===== config.mk =====
export PLATFORM = sky130hd
export DESIGN_NAME = mod_updown_counter
export DESIGN_NICKNAME = d
export VERILOG_FILES = /design/src/rtl/mod_updown_counter.sv
export SDC_FILE = /design/constraint.sdc
export NUM_CORES = 1
export LEC_CHECK = 0
export BUFFER_PORTS_ARGS = -buffer_cell sky130_fd_sc_hd__buf_2
export CELL_PAD_IN_SITES_DETAIL_PLACEMENT = 1
export CELL_PAD_IN_SITES_GLOBAL_PLACEMENT = 1
export CORE_MARGIN = 2
export CORE_UTILIZATION = 35
export DETAILED_ROUTE_END_ITERATION = 10
export PLACE_DENSITY = 0.79
export SETUP_SLACK_MARGIN = 0.4
export SYNTH_ARGS = -nofsm -noshare
export SYNTH_HDL_FRONTEND = slang
export SYNTH_SLANG_ARGS = --single-unit

===== constraint.sdc =====
create_clock -name clk -period 4 [get_ports clk]
set_input_delay 0.2 -clock clk [delete_from_list [all_inputs] [get_ports clk]]
set_output_delay 0.2 -clock clk [all_outputs]
set_load 0.005 [all_outputs]

===== src/rtl/mod_updown_counter.sv =====
// Parameterised up/down counter with programmable terminal value, wrap/saturate
// mode, synchronous clear/load and an enable prescaler.
module mod_updown_counter #(
    parameter int unsigned WIDTH    = 4,
    parameter int unsigned MAX      = 2**WIDTH - 1,
    parameter int unsigned PRESCALE = 1
) (
    input  logic             clk,
    input  logic             rst,
    input  logic             en,
    input  logic             up,
    input  logic             sat,
    input  logic             clr,
    input  logic             load,
    input  logic [WIDTH-1:0] load_val,
    output logic [WIDTH-1:0] out,
    output logic             wrap,
    output logic             at_limit
);

    localparam int unsigned PW = (PRESCALE > 1) ? $clog2(PRESCALE) : 1;
    localparam logic [WIDTH-1:0] MAX_V  = WIDTH'(MAX);
    localparam logic [PW-1:0]    PRE_LAST = PW'(PRESCALE - 1);

    logic [PW-1:0]    pre_cnt;
    logic [PW-1:0]    pre_cnt_nxt;
    logic [WIDTH-1:0] out_nxt;
    logic             wrap_nxt;

    // Next-state: clear beats load beats a prescaled step.
    always_comb begin
        out_nxt     = out;
        pre_cnt_nxt = pre_cnt;
        wrap_nxt    = 1'b0;
        if (clr) begin
            out_nxt     = '0;
            pre_cnt_nxt = '0;
        end else if (load) begin
            out_nxt     = (load_val > MAX_V) ? MAX_V : load_val;
            pre_cnt_nxt = '0;
        end else if (en) begin
            if (pre_cnt == PRE_LAST) begin
                pre_cnt_nxt = '0;
                if (up) begin
                    if (out < MAX_V) begin
                        out_nxt = out + WIDTH'(1);
                    end else if (!sat) begin
                        out_nxt  = '0;
                        wrap_nxt = 1'b1;
                    end
                end else begin
                    if (out != '0) begin
                        out_nxt = out - WIDTH'(1);
                    end else if (!sat) begin
                        out_nxt  = MAX_V;
                        wrap_nxt = 1'b1;
                    end
                end
            end else begin
                pre_cnt_nxt = pre_cnt + PW'(1);
            end
        end
    end

    always_ff @(posedge clk or negedge rst) begin
        if (!rst) begin
            out     <= '0;
            pre_cnt <= '0;
            wrap    <= 1'b0;
        end else begin
            out     <= out_nxt;
            pre_cnt <= pre_cnt_nxt;
            wrap    <= wrap_nxt;
        end
    end

    // Terminal flag follows direction with no register delay.
    assign at_limit = up ? (out == MAX_V) : (out == '0);

endmodule


==> impl_metrics.json, run 1 <==
{
  "syn_inst": 52,
  "dieArea_um2": 1630,
  "cts_buffer_depth": 2,
  "cap_viol_max_count": 0,
  "p_comb_share_pct": 31.9,
  "fin_crit_sh_pct": 48.8,
  "utilization_pct": 45.9,
  "synth_mux_area_share_pct": 6.78,
  "grt_max_degree": 11,
  "postSynthAreaPerCell_um2": 8.88,
  "initialDrtViolationCount": 1,
  "r2r_slack_ns": 2.05,
  "synth_compound_area_share_pct": 29.3,
  "coreArea_um2": 1270,
  "num_antenna_cells": 0,
  "yosysTopAreaCell": "dfrtp_1",
  "power_switching_uw": 58.5,
  "io_pins": 17,
  "cts_root_buf": "clkbuf_4",
  "required_ns": 3.80,
  "outcome": "finished clean",
  "grt_usage_pct": 17.4,
  "yosysWarnings": 0,
  "synth-edff-count": 0,
  "die_y_um": 40.3,
  "placed_cells": 81,
  "h-tree-depth": 1,
  "clock.fmax_mhz": 512,
  "rows": 13,
  "critPathKind": "register to output port",
  "ctsResizeCount": 0,
  "routed-via-count": 471,
  "leakagePower_nw": 0.289,
  "cellPowerDensity_nw_per_um2": 308,
  "synth.area.top_cells": "dfrtp_1, ha_1, mux2i_1",
  "finalSetupViolations": 0,
  "wl_um": 1240,
  "period_needed_ns": 1.95,
  "drive_gt1_share_pct": 31.0,
  "drc_errors": 0,
  "relSlewSlack_pct": 78.8,
  "clock_skew_ns": 0.00215,
  "finalSetupTns_ns": 0,
  "tightest_slew_ns": 0.313,
  "clock_latency_ns": 0.24,
  "peakVddDrop_mv": 0.101,
  "drt.antenna.violating_nets": 0,
  "place_hpwl_um": 1000,
  "multi_input_comb_area_um2": 303,
  "seq_area_um2": 125,
  "post_cts_buffers": 0,
  "clock-sinks": 5,
  "path_clk_slew_ns": 0.04,
  "worst_hold_path_type": "input pin to register",
  "synth_area_um2": 462,
  "initial_core_util_pct": 36.4,
  "synthAdderAreaFrac_pct": 5.42,
  "synth_ff_type": "dfrtp_1",
  "ys_ff_latch": 5,
  "rsz0062_at_grt": "no",
  "die_x_um": 40.3,
  "grt_pass1_wl_um": 1900,
  "portBuffers": 16,
  "nets": 85,
  "stdcell_count": 86,
  "cts_hold_buf": 1,
  "power_switching_share_pct": 32.6,
  "dr.pass1.iters": 4,
  "synth_xor_area_share_pct": 1.90,
  "yosysUniqueCellTypes": 32,
  "netlist_top_cells_count": "dfrtp_1, inv_1, nor2_1",
  "tritoncts": "yes",
  "gp_congestion": 0.867,
  "async_reset_ff_share_pct": 100,
  "cp_max_fo": 8,
  "synth_top_family_by_area": "compound AO/OA/AOI/OAI gates",
  "synthSimpleGateAreaFrac_pct": 22.2,
  "clkPwrFrac_pct": 32.2,
  "antenna_found_initial": 0,
  "cts_buffers": 3,
  "p_int_uw": 121,
  "nFillCells": 158,
  "end_kind": "output port",
  "arrival_ns": 1.75,
  "hold_viol": 0,
  "synthToLayoutAreaGrowth_pct": 26.0,
  "wl_per_cell_um": 14.4,
  "sequentialPowerShare_pct": 35.9,
  "netlist.area_leader.share_pct": 27.1,
  "overflow": 0,
  "finalMaxSlewViolations": 0,
  "ys_seq_area_share_pct": 27.1,
  "syn_nets": 65,
  "grt_pass1_vias": 419,
  "start_kind": "register",
  "via_per_inst": 5.48
}
power by group through the flow:
stage / combinational (mW) / clock, mW / sequential (mW)
after CTS: 0.0571 / 0.0593 / 0.0644
final: 0.0572 / 0.0576 / 0.0642
after global placement: 0.0545 / 0 / 0.0649
after global routing: 0.0634 / 0.0616 / 0.0655
after floorplan: 0.0365 / 0 / 0.0632
after detailed placement: 0.0561 / 0 / 0.0652
state kept, by name, summed over array words and instances, names as in the netlist:
register  flops
out           4
wrap          1
final timing paths:
kind / startpoint / to / depth (start not counted)
setup / recovery: out[0]$_DFFE_PN0P_ / at_limit / 5
hold / removal: clr / out[3]$_DFFE_PN0P_ / 2
setup reg to reg: out[0]$_DFFE_PN0P_ / out[3]$_DFFE_PN0P_ / 6
hold reg to reg: out[1]$_DFFE_PN0P_ / out[1]$_DFFE_PN0P_ / 2
max in group asynchronous: rst / out[3]$_DFFE_PN0P_ / 2
min in group asynchronous: rst / out[0]$_DFFE_PN0P_ / 2
routing by layer:
layer / vias to the layer above / share of wire (%) / track usage, % / wire length, um
met2: 11 / 51 / 27.8 / 632
met1: 223 / 46 / 23.3 / 567
met3: 2 / 2.5 / 0.556 / 31
met5: - / 0 / 0 / 0
met4: 0 / 0.65 / 9.17 / 8
li1: 235 / - / - / -
worst max-delay path, cell delays in order (launching register included):
cell	delay, ns
dfrtp_1	0.44
inv_1	0.13
ha_1	0.20
or4b_4	0.48
nand2_2	0.13
buf_2	0.13
area by class of cell:
type	count	share of cell area (%)
Tap cell	15	3.23
Sequential cell	5	21.5
Inverter	5	3.23
Timing Repair Buffer	17	15.5
Clock buffer	4	4.52
Multi-Input combinational cell	40	52.0
logic make-up after synthesis:
| family | Yosys count |
|---|---|
| AOI/OAI and AO/OA | 18 |
| and+or+nand+nor | 16 |
| muxes | 3 |
| buffers and inverters | 7 |
| adders and majority gates | 2 |
| DFF | 5 |
| xor gates and xnor gates | 1 |
stage by stage:
| step | area (um^2) | hold slack, ns | power, mW | setup slack, ns |
|---|---|---|---|---|
| after CTS | 582 | 0.196 | 0.181 | 2.04 |
| after detailed placement | 546 | 0.0185 | 0.121 | 2.06 |
| after global placement | 546 | 0.0173 | 0.119 | 2.15 |
| after floorplan | 462 | -0.0956 | 0.0996 | 2.21 |
| after global routing | 582 | 0.216 | 0.191 | 1.91 |
| final | 582 | 0.198 | 0.179 | 2.05 |
cell usage in the layout (no fill, tap or decap), types with 2 or more instances in the layout:
cell	synthesis	routed
a211oi_1	2	2
a21oi_1	3	3
a31oi_1	2	2
buf_2	0	16
clkbuf_4	0	3
dfrtp_1	5	5
ha_1	2	2
inv_1	5	5
mux2i_1	2	2
nand2b_1	2	2
nor2_1	5	5
o21ai_0	2	2
Note: power is estimated with default switching activity, not from simulation.
==> run 2: changes to the inputs <==
--- a/config.mk
+++ b/config.mk
@@ -5,13 +5,14 @@
 export SDC_FILE = /design/constraint.sdc
 export NUM_CORES = 1
 export LEC_CHECK = 0
+export ABC_AREA = 1
 export BUFFER_PORTS_ARGS = -buffer_cell sky130_fd_sc_hd__buf_2
 export CELL_PAD_IN_SITES_DETAIL_PLACEMENT = 1
 export CELL_PAD_IN_SITES_GLOBAL_PLACEMENT = 1
 export CORE_MARGIN = 2
-export CORE_UTILIZATION = 35
+export CORE_UTILIZATION = 28
 export DETAILED_ROUTE_END_ITERATION = 10
-export PLACE_DENSITY = 0.79
+export PLACE_DENSITY = 0.72
 export SETUP_SLACK_MARGIN = 0.4
 export SYNTH_ARGS = -nofsm -noshare
 export SYNTH_HDL_FRONTEND = slang
==> constraint.sdc (replaced) <==
create_clock -name clk -period 1.6 [get_ports clk]
set_input_delay 0.08 -clock clk [delete_from_list [all_inputs] [get_ports clk]]
set_output_delay 0.08 -clock clk [all_outputs]
set_load 0.005 [all_outputs]
==> run 2 against run 1 <==
  * Final cell count up 57%
  * Sequential share of layout area fell by 5.4 points
  * Routed wire length is 43% higher
  * Synthesized cell count grew 58%
  * Critical endpoint unchanged
  * Largest power group is now combinational cells
  * Highest routed layer unchanged
==> impl_metrics.json, run 2 <==
{
  "cts_buffer_depth": 2,
  "yosysWarnings": 0,
  "nFillCells": 231,
  "layout_common_cells": "nand2_1, buf_2, buf_4, nand3_1, nor2_1",
  "clock.fmax_mhz": 736,
  "synth.most_common_cell": "nand2_1",
  "syn_nets": 95,
  "path_clk_slew_ns": 0.05,
  "h-tree-depth": 1,
  "drt.antenna.violating_nets": 0,
  "die_y_um": 46.4,
  "ys_ff_latch": 5,
  "overflow": 0,
  "fin_ws_ns": 0.242,
  "hold_ws_ns": 0.141,
  "seq_area_um2": 129,
  "netlist_top_cells_count": "nand2_1, nand3_1, nor2_1",
  "outcome": "finished clean",
  "tightest_slew_ns": 0.302,
  "finalMaxSlewViolations": 0,
  "pre_cts_ws_ns": 0.118,
  "routed-via-count": 640,
  "io_pins": 17,
  "synth_area_um2": 504,
  "mostFrequentLayoutCell": "nand2_1",
  "portBuffers": 16,
  "end_kind": "output port",
  "top_layer_used": "met4",
  "arrival_ns": 1.28,
  "syn_inst": 82,
  "initialDrtViolationCount": 6,
  "r2r_slack_ns": 0.26,
  "wl_met1_um": 765,
  "place_hpwl_um": 1240,
  "die_x_um": 46.4,
  "wl_met2_um": 955,
  "leakagePower_nw": 0.429,
  "rows": 15,
  "dieArea_um2": 2160,
  "dr.pass1.iters": 4,
  "start_kind": "register",
  "initial_core_util_pct": 29.5,
  "fin_crit_sh_pct": 84.9,
  "synth-edff-count": 0,
  "largest_register": "out",
  "period_needed_ns": 1.36,
  "rr_worst_depth": 9,
  "grt_max_degree": 11,
  "cap_viol_max_count": 0,
  "grt_pass1_vias": 647,
  "yosysTopAreaCell": "dfrtp_1",
  "worst_hold_path_type": "input pin to register",
  "clock-sinks": 5,
  "largest_register_ffs": 4,
  "cts_root_buf": "clkbuf_4",
  "timing.rr.end": "out[3]$_DFFE_PN0P_",
  "hold_viol": 0,
  "placed_cells": 121,
  "synth.area.top_cells": "dfrtp_1, nand2_1, nand3_1",
  "clock_skew_ns": 0.00664,
  "finalSetupViolations": 0,
  "grt_pass1_wl_um": 2920,
  "tritoncts": "yes",
  "power_uw": 570,
  "top_regs": "out x4, wrap x1",
  "antenna_found_initial": 0,
  "grt_usage_pct": 19.5,
  "stdcell_count": 135,
  "multi_input_comb_area_um2": 413,
  "required_ns": 1.52,
  "finalSetupTns_ns": 0,
  "drive_gt1_share_pct": 49.1,
  "synthToLayoutAreaGrowth_pct": 58.6,
  "clock_latency_ns": 0.25,
  "relSlewSlack_pct": 79.9,
  "wl_um": 1770,
  "drc_errors": 0,
  "cellPowerDensity_nw_per_um2": 712,
  "coreArea_um2": 1710,
  "num_antenna_cells": 0,
  "peakVddDrop_mv": 0.277,
  "ys_seq_area_share_pct": 24.8,
  "critPathKind": "register to output port",
  "synth_ff_type": "dfrtp_1",
  "via_per_inst": 4.74,
  "async_reset_ff_share_pct": 100,
  "crit_end": "at_limit",
  "postSynthAreaPerCell_um2": 6.15,
  "crit_start": "out[0]$_DFFE_PN0P_",
  "yosysUniqueCellTypes": 19,
  "cts_buffers": 3,
  "netlist.area_leader.share_pct": 24.8,
  "rr_startpoint": "out[1]$_DFFE_PN0P_",
  "rsz0062_at_grt": "yes",
  "gp_congestion": 0.723,
  "cp_max_fo": 4,
  "wl_per_cell_um": 13.1,
  "dr_wl_met3_um": 36,
  "nets": 124
}
==> run 2: worst max-delay path, stage by stage (launching register included) <==
cell and delay, ns:
dfrtp_2 0.43, ha_4 0.17, nand2_4 0.06, nor2_4 0.13
nand2_4 0.08, nand2_1 0.07, buf_2 0.10
==> run 2: timing repair <==
item / in CTS / in global routing
buffers inserted: 8 / 1
setup endpoints to repair: 6 / 6
resized for setup: 18 / 2
endpoints found under the hold margin: 5 / 0
hold buffers: 1 / 0
pin swaps: 8 / 4
cloned: 0 / 0
==> run 2: routing by layer <==
metal,GRT usage (%),up-vias
met4,6.86,0
met5,0,-
met3,2.75,2
met2,35.6,14
li1,-,322
met1,22.8,302
==> run 2: power by group <==
part           internal (mW)  leakage, nW  switching [mW]
clock                 0.0946       0.0150          0.0563
combinational          0.114        0.353           0.131
sequential             0.142       0.0608          0.0326
total                  0.350        0.429           0.220
==> run 2: cell families after synthesis <==
| group | count (synthesis) | synth area share [%] |
|---|---|---|
| buffers and inverters | 11 | 10.4 |
| adders and majority gates | 2 | 4.96 |
| and+or+nand+nor | 57 | 52.4 |
| DFF | 5 | 24.8 |
| AOI/OAI and AO/OA | 7 | 7.44 |
==> run 2: final cells by class <==
cell class	instances	share of cell area (%)
Clock buffer	4	3.29
Inverter	9	4.85
Multi-Input combinational cell	66	51.6
Sequential cell	5	16.1
Tap cell	25	3.91
Timing Repair Buffer	26	20.2
==> run 2: how the worst min path moves through the flow <==
stage,end,startpoint,slack [ns],cells past startpoint
after floorplan,out[0]$_DFFE_PN0P_,rst,-0.22,0
after global placement,wrap$_DFF_PN0_,rst,-0.10,1
after detailed placement,out[0]$_DFFE_PN0P_,rst,-0.1,1
after CTS,out[2]$_DFFE_PN0P_,clr,0.14,4
after global routing,out[2]$_DFFE_PN0P_,clr,0.16,4
final,out[2]$_DFFE_PN0P_,clr,0.14,4
==> run 2: through the flow <==
step / util (%) / cell area (um^2)
CTS: 46.2 / 788
floorplan: - / 529
global route: 46.8 / 800
finish: 46.8 / 800
detailed placement: 36.4 / 622
global placement: 36.4 / 622
